==> src/rtl/pipe_stage_reg_pkg.sv <==
// Shared definitions for the inter-stage pipeline register: stall vector
// geometry, the empty-lane payload, packed payload field offsets, reset
// polarity and the per-edge action decode.
package pipe_stage_reg_pkg;

    localparam int          STALL_W_DEF   = 6;
    localparam int          PAYLOAD_W_DEF = 64;
    localparam logic [63:0] NOP_PAYLOAD   = 64'h0000_0000_0000_0000;

    // Payload field offsets as packed by the instantiating stage.
    localparam int FLD_ALUOP_LSB  = 0;
    localparam int FLD_ALUSEL_LSB = 8;
    localparam int FLD_DEST_LSB   = 11;
    localparam int FLD_LINK_LSB   = 16;
    localparam int FLD_INST_LSB   = 32;

    // Level of rst that resets the block.
    localparam logic RST_ACTIVE = 1'b0;

    typedef enum logic [2:0] {
        ACT_RESET   = 3'd0,
        ACT_FLUSH   = 3'd1,
        ACT_BUBBLE  = 3'd2,
        ACT_CAPTURE = 3'd3,
        ACT_HOLD    = 3'd4
    } action_e;

    // Reset is handled by the registers themselves; this picks among the
    // remaining actions in priority order.
    function automatic action_e decode_action(input logic flush_v,
                                              input logic stall_up_v,
                                              input logic stall_dn_v);
        action_e act;
        if (flush_v) begin
            act = ACT_FLUSH;
        end else if (!stall_up_v) begin
            act = ACT_CAPTURE;
        end else if (!stall_dn_v) begin
            act = ACT_BUBBLE;
        end else begin
            act = ACT_HOLD;
        end
        return act;
    endfunction

endpackage

==> src/rtl/pipe_lane_reg.sv <==
// Single issue lane: valid bit plus payload, with capture / clear / hold.
// An invalid lane always carries NOP_DATA.
module pipe_lane_reg
    import pipe_stage_reg_pkg::*;
#(
    parameter int               WIDTH    = 64,
    parameter logic [WIDTH-1:0] NOP_DATA = '0
) (
    input  logic             clk,
    input  logic             rst,
    input  logic             cap_i,
    input  logic             clr_i,
    input  logic             in_valid_i,
    input  logic             in_kill_i,
    input  logic [WIDTH-1:0] in_data_i,
    output logic             out_valid_o,
    output logic [WIDTH-1:0] out_data_o
);

    logic             valid_q, valid_d;
    logic [WIDTH-1:0] data_q,  data_d;

    // Next lane contents: clear wins over capture; otherwise hold.
    always_comb begin
        valid_d = valid_q;
        data_d  = data_q;
        if (clr_i) begin
            valid_d = 1'b0;
            data_d  = NOP_DATA;
        end else if (cap_i) begin
            valid_d = in_valid_i & ~in_kill_i;
            data_d  = (in_valid_i & ~in_kill_i) ? in_data_i : NOP_DATA;
        end else begin
            valid_d = valid_q;
            data_d  = data_q;
        end
    end

    // Lane state register with synchronous reset to an empty lane.
    always_ff @(posedge clk) begin
        if (rst == RST_ACTIVE) begin
            valid_q <= 1'b0;
            data_q  <= NOP_DATA;
        end else begin
            valid_q <= valid_d;
            data_q  <= data_d;
        end
    end

    assign out_valid_o = valid_q;
    assign out_data_o  = data_q;

endmodule

==> src/rtl/pipe_stage_reg.sv <==
// Parametrised inter-stage pipeline register: NCH lanes, stall/bubble
// handling from the global stall vector, flush, per-lane kill, a saturating
// bubble counter and a stall-hold watchdog.
module pipe_stage_reg
    import pipe_stage_reg_pkg::*;
#(
    parameter int               WIDTH    = PAYLOAD_W_DEF,
    parameter int               NCH      = 2,
    parameter int               STALL_W  = STALL_W_DEF,
    parameter int               STAGE    = 2,
    parameter logic [WIDTH-1:0] NOP_DATA = NOP_PAYLOAD[WIDTH-1:0],
    parameter int               CNT_W    = 16,
    parameter int               TIMEOUT  = 255
) (
    input  logic                 clk,
    input  logic                 rst,
    input  logic [STALL_W-1:0]   stall,
    input  logic                 flush,
    input  logic [NCH-1:0]       in_valid,
    input  logic [NCH-1:0]       in_kill,
    input  logic [NCH*WIDTH-1:0] in_data,
    output logic [NCH-1:0]       out_valid,
    output logic [NCH*WIDTH-1:0] out_data,
    output logic [CNT_W-1:0]     bubble_cnt,
    output logic                 hold_timeout
);

    localparam logic [CNT_W-1:0] TIMEOUT_C = CNT_W'(TIMEOUT);
    localparam logic [CNT_W-1:0] CNT_MAX   = {CNT_W{1'b1}};
    localparam logic [CNT_W-1:0] CNT_ONE   = CNT_W'(1);

    action_e          action_s;
    logic             cap_s;
    logic             clr_s;
    logic [CNT_W-1:0] bubble_q, bubble_d;
    logic [CNT_W-1:0] hold_q,   hold_d;
    logic             timeout_q, timeout_d;
    logic             stall_unused_s;

    // Only stall[STAGE] and stall[STAGE+1] matter to this instance.
    assign stall_unused_s = ^stall;

    // Decide the single action shared by all lanes this edge.
    always_comb begin
        action_s = decode_action(flush, stall[STAGE], stall[STAGE+1]);
        cap_s    = 1'b0;
        clr_s    = 1'b0;
        case (action_s)
            ACT_CAPTURE: begin
                cap_s = 1'b1;
                clr_s = 1'b0;
            end
            ACT_FLUSH, ACT_BUBBLE: begin
                cap_s = 1'b0;
                clr_s = 1'b1;
            end
            default: begin
                cap_s = 1'b0;
                clr_s = 1'b0;
            end
        endcase
    end

    // Counter next-state: bubbles count up and stick at all-ones; the hold
    // counter only runs while valid contents are held, capped at TIMEOUT.
    always_comb begin
        bubble_d = bubble_q;
        hold_d   = '0;
        case (action_s)
            ACT_BUBBLE: begin
                if (bubble_q != CNT_MAX) begin
                    bubble_d = bubble_q + CNT_ONE;
                end else begin
                    bubble_d = bubble_q;
                end
            end
            ACT_HOLD: begin
                if (|out_valid) begin
                    hold_d = (hold_q == TIMEOUT_C) ? hold_q : (hold_q + CNT_ONE);
                end else begin
                    hold_d = '0;
                end
            end
            default: begin
                hold_d = '0;
            end
        endcase
        timeout_d = (hold_d == TIMEOUT_C);
    end

    // Counter and watchdog registers.
    always_ff @(posedge clk) begin
        if (rst == RST_ACTIVE) begin
            bubble_q  <= '0;
            hold_q    <= '0;
            timeout_q <= 1'b0;
        end else begin
            bubble_q  <= bubble_d;
            hold_q    <= hold_d;
            timeout_q <= timeout_d;
        end
    end

    genvar gi;
    generate
        for (gi = 0; gi < NCH; gi++) begin : g_lane
            pipe_lane_reg #(
                .WIDTH    (WIDTH),
                .NOP_DATA (NOP_DATA)
            ) u_lane (
                .clk         (clk),
                .rst         (rst),
                .cap_i       (cap_s),
                .clr_i       (clr_s),
                .in_valid_i  (in_valid[gi]),
                .in_kill_i   (in_kill[gi]),
                .in_data_i   (in_data[gi*WIDTH +: WIDTH]),
                .out_valid_o (out_valid[gi]),
                .out_data_o  (out_data[gi*WIDTH +: WIDTH])
            );
        end
    endgenerate

    assign bubble_cnt   = bubble_q;
    assign hold_timeout = timeout_q;

endmodule

==> config.mk <==
export PLATFORM = sky130hd
export DESIGN_NAME = pipe_stage_reg
export DESIGN_NICKNAME = d
export VERILOG_FILES = /design/src/rtl/pipe_stage_reg_pkg.sv /design/src/rtl/pipe_lane_reg.sv /design/src/rtl/pipe_stage_reg.sv
export SDC_FILE = /design/constraint.sdc
export NUM_CORES = 1
export LEC_CHECK = 0
export ABC_AREA = 1
export BUFFER_PORTS_ARGS = -buffer_cell sky130_fd_sc_hd__buf_2
export CAP_MARGIN = 40
export CORE_MARGIN = 1
export CORE_UTILIZATION = 50
export DETAILED_ROUTE_END_ITERATION = 8
export HOLD_SLACK_MARGIN = 0.12
export PLACE_DENSITY = 0.83
export RECOVER_POWER = 100
export SYNTH_ARGS = -nofsm -noshare
export SYNTH_HDL_FRONTEND = slang
export SYNTH_HIERARCHICAL = 1
export SYNTH_SLANG_ARGS = --single-unit
==> constraint.sdc <==
create_clock -name clk -period 3.47 [get_ports clk]
set_clock_uncertainty 0.05 [all_clocks]
set_input_delay 0.694 -clock clk [delete_from_list [all_inputs] [get_ports clk]]
set_output_delay 0.694 -clock clk [all_outputs]
set_load 0.03 [all_outputs]
==> summary by stage, run 1 <==
Floorplanning
The floorplan step defined a die boundary enclosing 0.01455 mm². The die extent in y is 120.6 µm. During I/O placement, the number of pins put on the boundary was 288. The die is 120.6 µm wide. In this run the standard cell core region covers 0.01351 mm². The initial cell density of the core is 52.10%.

In this run the core area contains 42 standard-cell rows.

Critical path
The critical path endpoint is g_lane[0].u_lane/out_data_o[10]. At the worst endpoint, the arrival time is 2710 ps. The signal on the critical path passes through clkbuf_1 > nor2_1 > clkbuf_2 > nand4_1 > a21oi_1. The kind of launch point of the worst setup path is a primary input. The startpoint-to-endpoint class of the critical path is primary input to flip-flop.

Along the worst path, the maximum fanout reaches 66. The data required time of the worst path is 3760 ps. The slowest cell on the critical path is sky130_fd_sc_hd__clkbuf_2. The worst setup path is captured at a flip-flop. The critical path starts at stall[2]. The critical register-to-register path startpoint is bubble_cnt[0]. Measured in cells, the most critical reg-to-reg path has a length of 9. The register-to-register setup slack is 1150 ps. The capture instance of the worst register-to-register path is bubble_cnt[6].

The stage delay of the slowest cell on the critical path is 1060 ps.

Power and ir drop
Summed over all cells, the static leakage comes to 3.093 nW. The internal power of the cells is 3.133 mW. The part of the total power dissipated in combinational logic is 6.9%. The net switching power is 0.9967 mW. The fraction of power spent switching nets is 24.13%. In this run, flip-flops and latches consume 45.7% of the power. The power density over cell area is 473.4 mW/mm². The worst supply voltage drop on vdd is 330.6 µV.

The clock network burns 47.4% of the power.

Detailed routing
The via count normalized by instance count is 5.568. The post-detailed-route wirelength per cell is 15.29 µm. After the first detailed-routing iteration, the DRC count stood at 465. In the routed design, unresolved DRC markers number 0. Before antenna repair, the detailed router went through 5 iterations. Detailed routing inserted a total of 7411 vias. The routed wire length is 20.35 mm. The count of nets left with antenna violations once routing finished came out at 0.

Placed design
The placed cell area is 0.008337 mm². After detailed placement, the design holds a cell count of 1299. Detailed placement finished with a half-perimeter wire length of 13.72 mm. The routability congestion estimate from global placement is 0.8822. Port buffering added 283 buffers.

STA
The number of endpoints with negative hold slack in the final report was 0. The maximum achievable frequency is 413.4 MHz. The max-slew violation count is 0.

The worst path uses 69.71% of the clock period. The worst relative slew slack is 8.949%. Adding up every negative setup slack in the final design gives 0 ps.

For the pin with the worst max-slew slack, the measured transition is 1366 ps. Final hold analysis gives a worst-case slack of 412.8 ps. Setup repair after global routing left no endpoint under its margin. The final number of setup-violating endpoints is 0.

The minimum period implied by the final worst setup slack is 2419 ps.

Clocking
The post-CTS setup-driven buffer insertion count is 0. Post-CTS repair changed the size of 0 cells. CTS placed an instance of sky130_fd_sc_hd__clkbuf_16 at the clock tree root. Counting the buffers created by CTS gives 17. The clock-pin slew on the worst setup and hold paths is 70 ps. Hold repair after CTS inserted 0 buffers. The H-tree was split into 4 levels. The buffer levels on the longest clock path is 2. The number of sinks handled by clock tree synthesis is 163. At the later pin of the worst-skew pair, clock insertion delay measures 430 ps. TritonCTS built the clock tree.

Layout
Relative to the synthesized area, the layout overhead comes to 23.99%. After routing the design area is 0.008725 mm². The share of cells above drive strength 1 is 18.27%. In the layout the commonest cells are 194 x sky130_fd_sc_hd__nand2_1, 163 x sky130_fd_sc_hd__dfxtp_1, 151 x sky130_fd_sc_hd__clkbuf_1. The net count of the finished layout is 1285. The count of placed standard cells in the final layout, fillers left out is 1331. Leaving out fill and tap cells, the most frequent cell in the layout is sky130_fd_sc_hd__nand2_1. At the end of the flow the core is filled with cells to 64.60%. 0 antenna diodes ended up in the layout.

GRT
Global routing finished with a remaining overflow of 0. The number of antenna violations at the first check in global routing was 0. The first global-routing pass estimated 31.88 mm of wire. The via count of the first global-routing pass was 6624. Entering global routing, the biggest net connects 67 pins. The combined global-route utilization of all metal layers is 27.31%.

Logic synthesis
The cell area that synthesis handed to floorplanning was 0.007037 mm². The synthesis warning total is 6. The synthesized netlist contains 36 unique library cells. In this run the mean area of a mapped cell was 7.827 µm². The number of storage elements in the synthesis netlist is 163. The number of nets in the synthesized netlist is 1042.

The instance count of the mapped netlist is 899. The sequential-to-total area share from yosys stat is 46.37%.

Outcome
The flow ran to the end, and the final reports show no timing, DRC or antenna violations.

Run
The tool flagged a number of max-cap violations equal to 0.

Hold path
The worst hold path belongs to the class flip-flop to flip-flop.
layout make-up:
| cell class | instances | area (µm²) |
|---|---|---|
| flip-flops and latches | 163 | 3263 |
| clock buffers | 18 | 439.2 |
| well taps | 176 | 220.2 |
| repair buffers | 299 | 1355 |
| inverters | 44 | 165.2 |
| fillers | 1273 | 4781 |
| multi-input cells | 617 | 3107 |
| clock inverters | 14 | 175.2 |
cell families (layout without fill, tap and decap cells):
family / after synthesis / in the layout / synth area share (%)
AND/OR/NAND/NOR: 453 / 453 / 32.11
flip-flops: 163 / 163 / 46.37
buffers and inverters: 119 / 375 / 9.193
adder cells (fa/ha/maj): 2 / 2 / 0.3556
AO/OA/AOI/OAI: 157 / 157 / 11.34
XOR/XNOR: 5 / 5 / 0.6224
flip-flops by register name (all words and copies together) (netlist names):
signal and flops:
bubble_cnt 16, g_lane.u_lane/out_data_o 128, g_lane.u_lane/out_valid_o 2, hold_q 16, hold_timeout 1
critical path, delay by kind of cell:
kind,cells,cell delay [ps]
buffers and inverters,2,1170
and+or+nand+nor,2,610
AOI/OAI and AO/OA,1,210
cells in the mapped netlist:
| master | count | area, µm² |
|---|---|---|
| sky130_fd_sc_hd__nand2_1 | 194 | 728.2 |
| sky130_fd_sc_hd__buf_2 | 37 | 185.2 |
| sky130_fd_sc_hd__buf_6 | 12 | 135.1 |
| sky130_fd_sc_hd__clkinv_1 | 2 | 7.510 |
| sky130_fd_sc_hd__nor3_2 | 2 | 20.02 |
| sky130_fd_sc_hd__dfxtp_1 | 163 | 3263 |
| sky130_fd_sc_hd__ha_1 | 2 | 25.02 |
| sky130_fd_sc_hd__clkbuf_1 | 7 | 26.28 |
| sky130_fd_sc_hd__and2_1 | 1 | 6.260 |
| sky130_fd_sc_hd__nand4_2 | 1 | 12.51 |
| sky130_fd_sc_hd__inv_1 | 31 | 116.4 |
| sky130_fd_sc_hd__nand3_1 | 36 | 180.2 |
| sky130_fd_sc_hd__nor4_1 | 1 | 6.260 |
| sky130_fd_sc_hd__a21oi_1 | 140 | 700.7 |
| sky130_fd_sc_hd__o21a_1 | 1 | 7.510 |
| sky130_fd_sc_hd__nor3b_1 | 1 | 7.510 |
| sky130_fd_sc_hd__nor2_4 | 1 | 11.26 |
| sky130_fd_sc_hd__o21bai_1 | 4 | 30.03 |
| sky130_fd_sc_hd__xnor2_1 | 2 | 17.52 |
| sky130_fd_sc_hd__or2_0 | 1 | 6.260 |
| sky130_fd_sc_hd__nand3_2 | 3 | 30.03 |
| sky130_fd_sc_hd__nor3_1 | 8 | 40.04 |
| sky130_fd_sc_hd__or2_1 | 1 | 6.260 |
| sky130_fd_sc_hd__buf_1 | 2 | 7.510 |
| sky130_fd_sc_hd__nor2_8 | 2 | 40.04 |
| sky130_fd_sc_hd__o21ai_1 | 6 | 30.03 |
| sky130_fd_sc_hd__nor2_1 | 46 | 172.7 |
| sky130_fd_sc_hd__nor2_2 | 7 | 43.79 |
| sky130_fd_sc_hd__nand4_1 | 138 | 863.3 |
| sky130_fd_sc_hd__o21ai_0 | 6 | 30.03 |
| sky130_fd_sc_hd__nand2_4 | 2 | 22.52 |
| sky130_fd_sc_hd__xor2_1 | 3 | 26.28 |
| sky130_fd_sc_hd__nor3b_2 | 2 | 25.02 |
| sky130_fd_sc_hd__buf_4 | 17 | 127.6 |
| sky130_fd_sc_hd__nand2_2 | 6 | 37.54 |
| sky130_fd_sc_hd__inv_2 | 11 | 41.29 |
layer usage:
layer | up-vias | routed length (µm) | track usage [%]
li1 | 3609 | - | -
met1 | 3433 | 8419 | 33.26
met2 | 331 | 9910 | 45.83
met3 | 38 | 1544 | 6.840
met4 | 0 | 476 | 11.27
met5 | - | 0 | 0
power groups by stage:
stage / clock [mW] / sequential, mW / combinational [mW]
floorplan: 0 / 1.95 / 0.163
global placement: 0 / 1.93 / 0.284
detailed placement: 0 / 1.93 / 0.287
CTS: 1.98 / 1.89 / 0.289
global route: 2.08 / 1.89 / 0.309
finish: 1.96 / 1.89 / 0.286
how the worst min path moves through the flow:
stage / slack (ps) / cells past startpoint / from / endpoint
CTS: 410 / 2 / g_lane[0].u_lane/out_data_o[23] / g_lane[0].u_lane/out_data_o[23]
global placement: 400 / 2 / g_lane[0].u_lane/out_data_o[42] / g_lane[0].u_lane/out_data_o[42]
detailed placement: 400 / 2 / g_lane[0].u_lane/out_data_o[23] / g_lane[0].u_lane/out_data_o[23]
global route: 420 / 2 / g_lane[0].u_lane/out_data_o[30] / g_lane[0].u_lane/out_data_o[30]
finish: 410 / 2 / g_lane[0].u_lane/out_data_o[4] / g_lane[0].u_lane/out_data_o[4]
floorplan: 490 / 3 / hold_q[15] / hold_q[15]
through the flow:
stage	power [mW]	setup slack, ps
floorplan	2.112	1639
global placement	2.212	1139
detailed placement	2.215	1179
CTS	4.160	1460
global route	4.274	944.4
finish	4.130	1051
No activity file was read; power rests on OpenSTA's default activity.
==> run 2, diff against run 1 <==
--- a/config.mk
+++ b/config.mk
@@ -9,10 +9,10 @@
 export BUFFER_PORTS_ARGS = -buffer_cell sky130_fd_sc_hd__buf_2
 export CAP_MARGIN = 40
 export CORE_MARGIN = 1
-export CORE_UTILIZATION = 50
+export CORE_UTILIZATION = 44
 export DETAILED_ROUTE_END_ITERATION = 8
 export HOLD_SLACK_MARGIN = 0.12
-export PLACE_DENSITY = 0.83
+export PLACE_DENSITY = 0.77
 export RECOVER_POWER = 100
 export SYNTH_ARGS = -nofsm -noshare
 export SYNTH_HDL_FRONTEND = slang
==> constraint.sdc (replaced) <==
create_clock -name clk -period 2.01 [get_ports clk]
set_clock_uncertainty 0.05 [all_clocks]
set_input_delay 0.402 -clock clk [delete_from_list [all_inputs] [get_ports clk]]
set_output_delay 0.402 -clock clk [all_outputs]
set_load 0.03 [all_outputs]
==> run 2 against run 1 <==
Count of clock-buffer cells in the layout decreased by 1. Utilization decreased by 6.4 points. Worst hold slack got worse by 220 ps. Sequential power increased by 72%. Largest power group unchanged. Combinational power increased by 83%. Largest cell class unchanged. Sequential share of layout area decreased by 1.0 points.
==> summary by stage, run 2 (synthesis gave the netlist of run 1 again) <==
Hold path
The endpoint of the worst hold path is g_lane[0].u_lane/out_data_o[9]. The beginning of the worst hold path is in_data[9]. The class of the most critical hold timing path is primary input to flip-flop. The number of cells traversed by the worst hold path is 3.

Detailed routing
The via count normalized by instance count is 5.351. The remaining antenna violation count is 0. The detailed router placed 7352 vias in this run. The final routed DRC violation total is 0. The DRC marker count from the first detailed-route iteration is 377. The count of TritonRoute iterations in the first routing pass is 5.

The routed design has 20.34 mm of wire. Dividing the detail-routed wire length by the instance count gives 14.80 µm.

Clocking
The cell sitting at the root of the clock tree is a sky130_fd_sc_hd__clkbuf_16. The number of sinks handled by clock tree synthesis is 163. The post-CTS setup-driven buffer insertion count is 0.

Clock-pin slew was measured on the worst setup and hold paths at 70 ps. CTS built an H-tree with a depth of 4. The later-pin clock latency in the skew report is 420 ps. The buffer levels on the longest clock path is 2. The TritonCTS buffer count is 17.

The clock tree from TritonCTS is built.

STA
Setup repair after global routing left no endpoint under its margin. The final number of setup-violating endpoints is 0. The worst hold slack is 194.1 ps.

The minimum period implied by the final worst setup slack is 1826 ps. Adding up every negative setup slack in the final design gives 0 ps. Derived from the worst setup path, the maximum achievable clock frequency is 547.7 MHz.

The actual transition at the worst max-transition pin is 739.2 ps. The period utilization is 90.83%. The number of endpoints with negative hold slack in the final report is 0. The max-slew violation count is 0.

In this run the tightest slew margin relative to its limit is 50.72%.

Layout
The most common library cell in the layout ignoring fill and taps is sky130_fd_sc_hd__nand2_1. After filler insertion, the fill cell instance count of the layout stands at 1561. The register with the most flip-flops in the layout has 128 of them. The utilization after layout is 58.18%. The library cells used most frequently in the layout, excluding fill and tap cells, are 193 x sky130_fd_sc_hd__nand2_1, 163 x sky130_fd_sc_hd__dfxtp_1, 148 x sky130_fd_sc_hd__clkbuf_1.

Compared with the post-synthesis result, the final layout area differs by 27.54%. Summing all flip-flop and latch instances after layout gives 0.003263 mm². The finished cells cover 0.008975 mm². The multi-input combinational cells in the finished layout cover a total of 0.003134 mm².

For this run, the post-layout net count is 1292. Of the cells placed in the final design, the portion with a size suffix greater than 1 is 19.45%.

Critical path
The worst setup path is captured at a flip-flop. The data required time of the worst path is 2280 ps. The kind of launch point of the worst setup path is a flip-flop. In this run the critical register-to-register path is captured at bubble_cnt[9]. The setup check on the worst reg-to-reg path leaves a slack of 180 ps.

The maximum fanout along the worst path is 11. The depth of the most critical reg-to-reg path is 11. The worst setup path is of the flip-flop to flip-flop kind.

The data arrival time at the worst-slack endpoint is 2090 ps. The critical register-to-register path startpoint is bubble_cnt[0].

GRT
The wire length of the first global-routing pass is 31.64 mm. The global-route congestion overflow total is 0. The largest net degree at the start of global routing is 66.

The via count of the first global-routing pass is 6520. Across every metal layer, demand over resource in global routing totals 23.87%. The number of antenna violations at the first check in global routing came to 1.

Placed design
The number of I/O port buffers is 283. The half-perimeter wire length after detailed placement is 13.71 mm. After detailed placement, the total cell area comes to 0.008533 mm².

The routability congestion estimate from global placement is 0.8624.

Floorplanning
Pin placement for this block handled 288 I/O pins. The die covers 0.01650 mm². The die extent in y is 128.5 µm. The total core area is 0.01543 mm².

The initial cell density of the core is 45.61%. The die is 128.5 µm wide. After floorplanning, the core was divided into 45 placement rows.

Run
The tool flagged a number of max-cap violations equal to 0.

Outcome
The run finished with clean final reports.

Power and ir drop
The leakage power summed over all cells is 3.181 nW. VDD sags by at most 648.4 µV. The power density over cell area is 820.5 mW/mm².
-- run 2: area by class of cell --
type | instances | area share, %
Timing Repair Buffer | 306 | 16.62
Inverter | 44 | 1.840
Clock buffer | 17 | 4.740
Tap cell | 211 | 2.942
Multi-Input combinational cell | 617 | 34.92
Sequential cell | 163 | 36.36
Antenna cell | 1 | 0.02788
Clock inverter | 15 | 2.551
-- run 2: metal layers --
layer | wire length, µm | track usage, % | share of wire [%] | vias up
met5 | 0 | 0 | 0 | -
met4 | 514 | 8.581 | 2.5 | 0
met2 | 9929 | 40.70 | 49 | 282
li1 | - | - | - | 3618
met1 | 8361 | 28.19 | 41 | 3412
met3 | 1534 | 7.526 | 7.5 | 40
-- run 2: worst max-delay path by stage --
stage | startpoint | end | slack, ps | cells after the start
2_1_floorplan | bubble_cnt[0] | bubble_cnt[7] | 180 | 9
3_3_place_gp | flush | hold_timeout | 210 | 10
3_5_place_dp | flush | hold_timeout | 160 | 10
4_1_cts | bubble_cnt[0] | bubble_cnt[9] | 150 | 11
5_1_grt | bubble_cnt[0] | bubble_cnt[9] | 2 | 11
6_report | bubble_cnt[0] | bubble_cnt[9] | 180 | 11
-- run 2: what timing repair did --
item,in CTS,in global routing
hold buffers,0,0
resized for setup,0,2
endpoints found under the setup margin,0,8
-- run 2: through the flow --
| step | power, mW | setup WS (ps) | std cells |
|---|---|---|---|
| 2_1_floorplan | 3.646 | 178.5 | 899 |
| 3_3_place_gp | 3.859 | 209.2 | 1341 |
| 3_5_place_dp | 3.861 | 164.5 | 1341 |
| 4_1_cts | 7.439 | 154.9 | 1373 |
| 5_1_grt | 7.626 | 1.796 | 1374 |
| 6_report | 7.364 | 184.3 | 1374 |
-- run 2: where the power goes --
part | internal, mW | switching [mW]
clock | 2.22 | 1.36
combinational | 0.180 | 0.344
sequential | 3.25 | 0.0105
total | 5.65 | 1.72
-- run 2: worst max-delay path, stage by stage, from the launching register on --
cell                      delay [ps]
sky130_fd_sc_hd__dfxtp_1         400
sky130_fd_sc_hd__ha_1            250
sky130_fd_sc_hd__nand3_1         160
sky130_fd_sc_hd__nor2_2          170
sky130_fd_sc_hd__nand3_1         140
sky130_fd_sc_hd__nand2_4         160
sky130_fd_sc_hd__buf_4           160
sky130_fd_sc_hd__nor3_2           50
sky130_fd_sc_hd__nand2_1          60
sky130_fd_sc_hd__nand2_1          40
sky130_fd_sc_hd__inv_1            50
sky130_fd_sc_hd__nor2_1           40
==> run 3, diff against run 2 <==
--- a/config.mk
+++ b/config.mk
@@ -9,12 +9,11 @@
 export BUFFER_PORTS_ARGS = -buffer_cell sky130_fd_sc_hd__buf_2
 export CAP_MARGIN = 40
 export CORE_MARGIN = 1
-export CORE_UTILIZATION = 44
+export CORE_UTILIZATION = 42
 export DETAILED_ROUTE_END_ITERATION = 8
 export HOLD_SLACK_MARGIN = 0.12
-export PLACE_DENSITY = 0.77
+export PLACE_DENSITY = 0.75
 export RECOVER_POWER = 100
 export SYNTH_ARGS = -nofsm -noshare
 export SYNTH_HDL_FRONTEND = slang
-export SYNTH_HIERARCHICAL = 1
 export SYNTH_SLANG_ARGS = --single-unit
==> run 3 against run 2 <==
The flow now finishes with violations (DRC). Critical path depth fell by 5. Synthesized area fell by 9.1%. Global-route usage fell by 0.52 points. Cell area fell by 6.9%. Critical endpoint is now g_lane[1].u_lane.out_data_o[31]. Combinational power fell by 27%. Maximum frequency rose by 3.5%. Synthesized cell count fell by 3.0%. Die area fell by 4.7%. First-iteration DRC count rose by 9.5%. Setup slack improved by 62 ps. Worst hold slack got worse by 33 ps. Final cell count fell by 2.8%.
==> summary by stage, run 3 <==
Outcome
The final reports fail on DRC. The flow ran to the end, but the final reports show violations.

Clocking
The clock tree synthesis step divided the H-tree into 4 levels. For the worst-skew pair, the clock arrives at the later sink with an insertion delay of 430 ps. Clock-pin slew was measured on the worst setup and hold paths at 70 ps. The cts-stage hold buffer count is 0. The buffer levels on the longest clock path is 2. After clock tree synthesis, the setup repair step added 0 buffers. The TritonCTS buffer count is 17. The cell at the root of the clock tree is sky130_fd_sc_hd__clkbuf_16. The number of sinks handled by clock tree synthesis is 163. TritonCTS built the clock tree. After clock tree synthesis, the repair step resized 0 gates.

STA
Setup repair after global routing left no endpoint under its margin. Setup violations remaining at the end of the flow were counted as 0. The maximum achievable frequency is 566.9 MHz.

The number of endpoints with negative hold slack in the final report is 0. The total negative setup slack is 0 ps. The period utilization is 87.75%.

After layout, the minimum clock period comes to 1764 ps. For the pin with the worst max-slew slack, the measured transition is 833.9 ps. The max-slew violation count is 0.

Headroom to the max-slew limit came out at 44.41%.

Layout
Leaving out fill and tap cells, the most frequent cell in the layout is sky130_fd_sc_hd__nand2_1. The library cells used most frequently in the layout, excluding fill and tap cells, are 333 x sky130_fd_sc_hd__nand2_1, 163 x sky130_fd_sc_hd__dfxtp_1, 151 x sky130_fd_sc_hd__clkbuf_1. The final net count is 1281. The diode insertion count for antenna repair is 0. The register with the most flip-flops in the layout has 128 of them. Relative to the synthesized area, the layout overhead comes to 30.63%. The fill cell total of the finished layout is 1511.

The share of cells above drive strength 1 is 17.46%.

Detailed routing
The remaining antenna violation count is 0. For this block, the via count after detailed routing is 6410. Dividing the detail-routed via count by the number of cells gives 4.801. The count of TritonRoute iterations in the first routing pass is 6.

After detailed routing, the total wire length is 18.46 mm. In this run, the number of DRC markers left after iteration 0 of detailed routing was 413. Dividing the detail-routed wire length by the instance count gives 13.83 µm.

The final routed DRC violation total is 3.

Logic synthesis
Yosys attributes the largest share of cell area to sky130_fd_sc_hd__dfxtp_1 51%, sky130_fd_sc_hd__nand2_1 19%, sky130_fd_sc_hd__a21oi_1 11%. The largest area contributor in the synthesized netlist is sky130_fd_sc_hd__dfxtp_1. The combined area of all synthesized cells is 0.006397 mm². The synthesized-area fraction occupied by xor and xnor cells is 0.6845%. The portion of synthesized cell area occupied by the leading cell type is 51.01%. The post-synthesis simple-gate area fraction is 29.88%.

The instance count of the mapped netlist is 872. Of the total synthesized cell area, the portion taken by full adders, half adders and majority gates is 0.3912%. The number of nets in the synthesized netlist is 1015.

The post-synthesis compound-gate area fraction is 12.20%. Counting flops and latches in the post-synthesis netlist gives 163. The multiplexer share of the synthesized area is 0%. The synthesized design contains 0 enable-type register cells. In the synthesized netlist, the cells that appear most often are 329 x sky130_fd_sc_hd__nand2_1, 163 x sky130_fd_sc_hd__dfxtp_1, 138 x sky130_fd_sc_hd__a21oi_1, 48 x sky130_fd_sc_hd__nor2_1, 38 x sky130_fd_sc_hd__inv_1. Sequential elements use 51.01% of the synthesized area. The combinational family with the most area after synthesis is simple AND/OR/NAND/NOR gates. Of all flip-flops after synthesis, the portion carrying an async set or reset was 0%. After synthesis, the mean cell area works out to 7.336 µm². By instance count, the leading cell after synthesis is sky130_fd_sc_hd__nand2_1. The primary flip-flop cell chosen by synthesis mapping is sky130_fd_sc_hd__dfxtp_1. Synthesis instantiated 32 different standard cells from the library. The synthesis warning total is 0.

Critical path
On the critical path the largest part of the delay comes from buffers and inverters. The data required time of the worst path is 2300 ps. The slowest cell on the critical path is sky130_fd_sc_hd__inv_1.

The worst setup path is launched from a primary input. The signal on the critical path passes through clkbuf_1 > nor2_1 > inv_1 > buf_6 > nand2_1 > a21oi_1. Data on the critical path arrives at its endpoint at 2050 ps.

The worst setup path is captured at a flip-flop. The critical path is of the primary input to flip-flop type. In this run the worst path has a maximum fanout of 61. The buffers plus inverters on the worst setup path is 3. The stage delay of the slowest cell on the critical path is 610 ps.

Placed design
The half-perimeter wire length after detailed placement is 13.02 mm. The routability congestion estimate from global placement is 0.8208. During placement, the flow inserted port buffers numbering 283.

Power and ir drop
The internal power of the cells is 5.285 mW. The power density over cell area is 826.4 mW/mm². The net switching power is 1.621 mW.

The worst supply voltage drop on vdd is 613.7 µV. The sequential share of power is 47.2%. The leakage power summed over all cells is 3.017 nW. The total power after layout is 6.906 mW. The fraction of power spent switching nets is 23.48%.

In this run, the combinational gates consume 5.5% of the power. The part of the power in the clock network is 47.2%.

Floorplanning
The floorplan die width is 125.4 µm. The number of rows created at floorplan is 44. The total die area is 0.01573 mm². The total core area is 0.01470 mm². The I/O pin count is 288. The die is 125.4 µm tall.

Once the floorplan was initialized, standard cells occupied 43.52% of the core.

Hold path
The path class of the tightest hold or removal check is primary input to flip-flop.

Run
The max-cap check violation count is 0.

GRT
The largest net degree at the start of global routing is 73. The first global-routing pass estimated 28.92 mm of wire. Global routing consumed, over all layers together, 23.36% of the routing resources.

The via count of the first global-routing pass is 5900. The number of antenna violations at the first check in global routing is 3. The global-route congestion overflow total is 0.
run 3: cell count changes in the layout (fill, tap and decap cells not counted), moves of 4 or more:
cell | previous run | this run
sky130_fd_sc_hd__inv_1 | 32 | 38
sky130_fd_sc_hd__o21ai_1 | 6 | 2
sky130_fd_sc_hd__nand4_1 | 138 | 9
sky130_fd_sc_hd__inv_2 | 10 | 4
sky130_fd_sc_hd__buf_4 | 14 | 5
sky130_fd_sc_hd__nand2_1 | 193 | 333
run 3: final timing paths:
check                                  from                         endpoint  slack (ps)  cells after the start
max                                stall[2]  g_lane[1].u_lane.out_data_o[31]         250                      6
min                             in_data[98]  g_lane[1].u_lane.out_data_o[34]         160                      3
max reg2reg                   bubble_cnt[0]                    bubble_cnt[3]         250                      8
min reg2reg  g_lane[1].u_lane.out_data_o[2]   g_lane[1].u_lane.out_data_o[2]         410                      2
run 3: per-layer routing:
| layer | global-route usage [%] | wire, µm | vias up |
|---|---|---|---|
| met3 | 8.644 | 1377 | 31 |
| met4 | 9.182 | 448 | 4 |
| met2 | 40.78 | 9356 | 195 |
| li1 | - | - | 3321 |
| met1 | 25.69 | 7254 | 2859 |
| met5 | 0 | 24 | - |
run 3: cells by family after synthesis:
kind of cell | count (synthesis)
simple gates | 458
compound gates | 154
buf+inv | 90
flops | 163
xor+xnor | 5
fa+ha+maj | 2
run 3: worst register-to-register path: stages (launching register included):
cell and delay, ps:
sky130_fd_sc_hd__dfxtp_1 380, sky130_fd_sc_hd__ha_1 210, sky130_fd_sc_hd__nand3_1 140, sky130_fd_sc_hd__nor3_2 190, sky130_fd_sc_hd__nand3_1 100, sky130_fd_sc_hd__nand2_1 100, sky130_fd_sc_hd__clkbuf_2 230, sky130_fd_sc_hd__o21ai_0 100
sky130_fd_sc_hd__nor3b_1 140
run 3: metrics by stage:
step                hold WS (ps)  util [%]  worst slack (ps)  instance area, µm²  instances
finish                     161.3     56.85             246.1                8357       1335
global route               145.8     56.85             48.42                8357       1335
CTS                        146.6     58.50             258.9                8600       1335
detailed placement         401.7     54.49             262.9                8009       1303
global placement           398.0     54.49             291.8                8009       1303
floorplan                  408.7         -             210.0                6397        872
run 3: power by group through the flow:
| stage | clock (mW) | combinational (mW) | sequential (mW) |
|---|---|---|---|
| 2_1_floorplan | 0 | 0.153 | 3.37 |
| 3_3_place_gp | 0 | 0.398 | 3.33 |
| 3_5_place_dp | 0 | 0.399 | 3.33 |
| 4_1_cts | 3.32 | 0.401 | 3.26 |
| 5_1_grt | 3.46 | 0.420 | 3.26 |
| 6_report | 3.26 | 0.383 | 3.26 |
run 3: final cells by class:
cell class | instances | area (µm²) | area share (%)
clock buffers | 20 | 446.7 | 5.345
clock inverters | 12 | 143.9 | 1.722
inverters | 42 | 157.7 | 1.887
multi-input cells | 619 | 2744 | 32.83
flip-flops and latches | 163 | 3263 | 39.05
well taps | 184 | 230.2 | 2.755
repair buffers | 295 | 1371 | 16.41
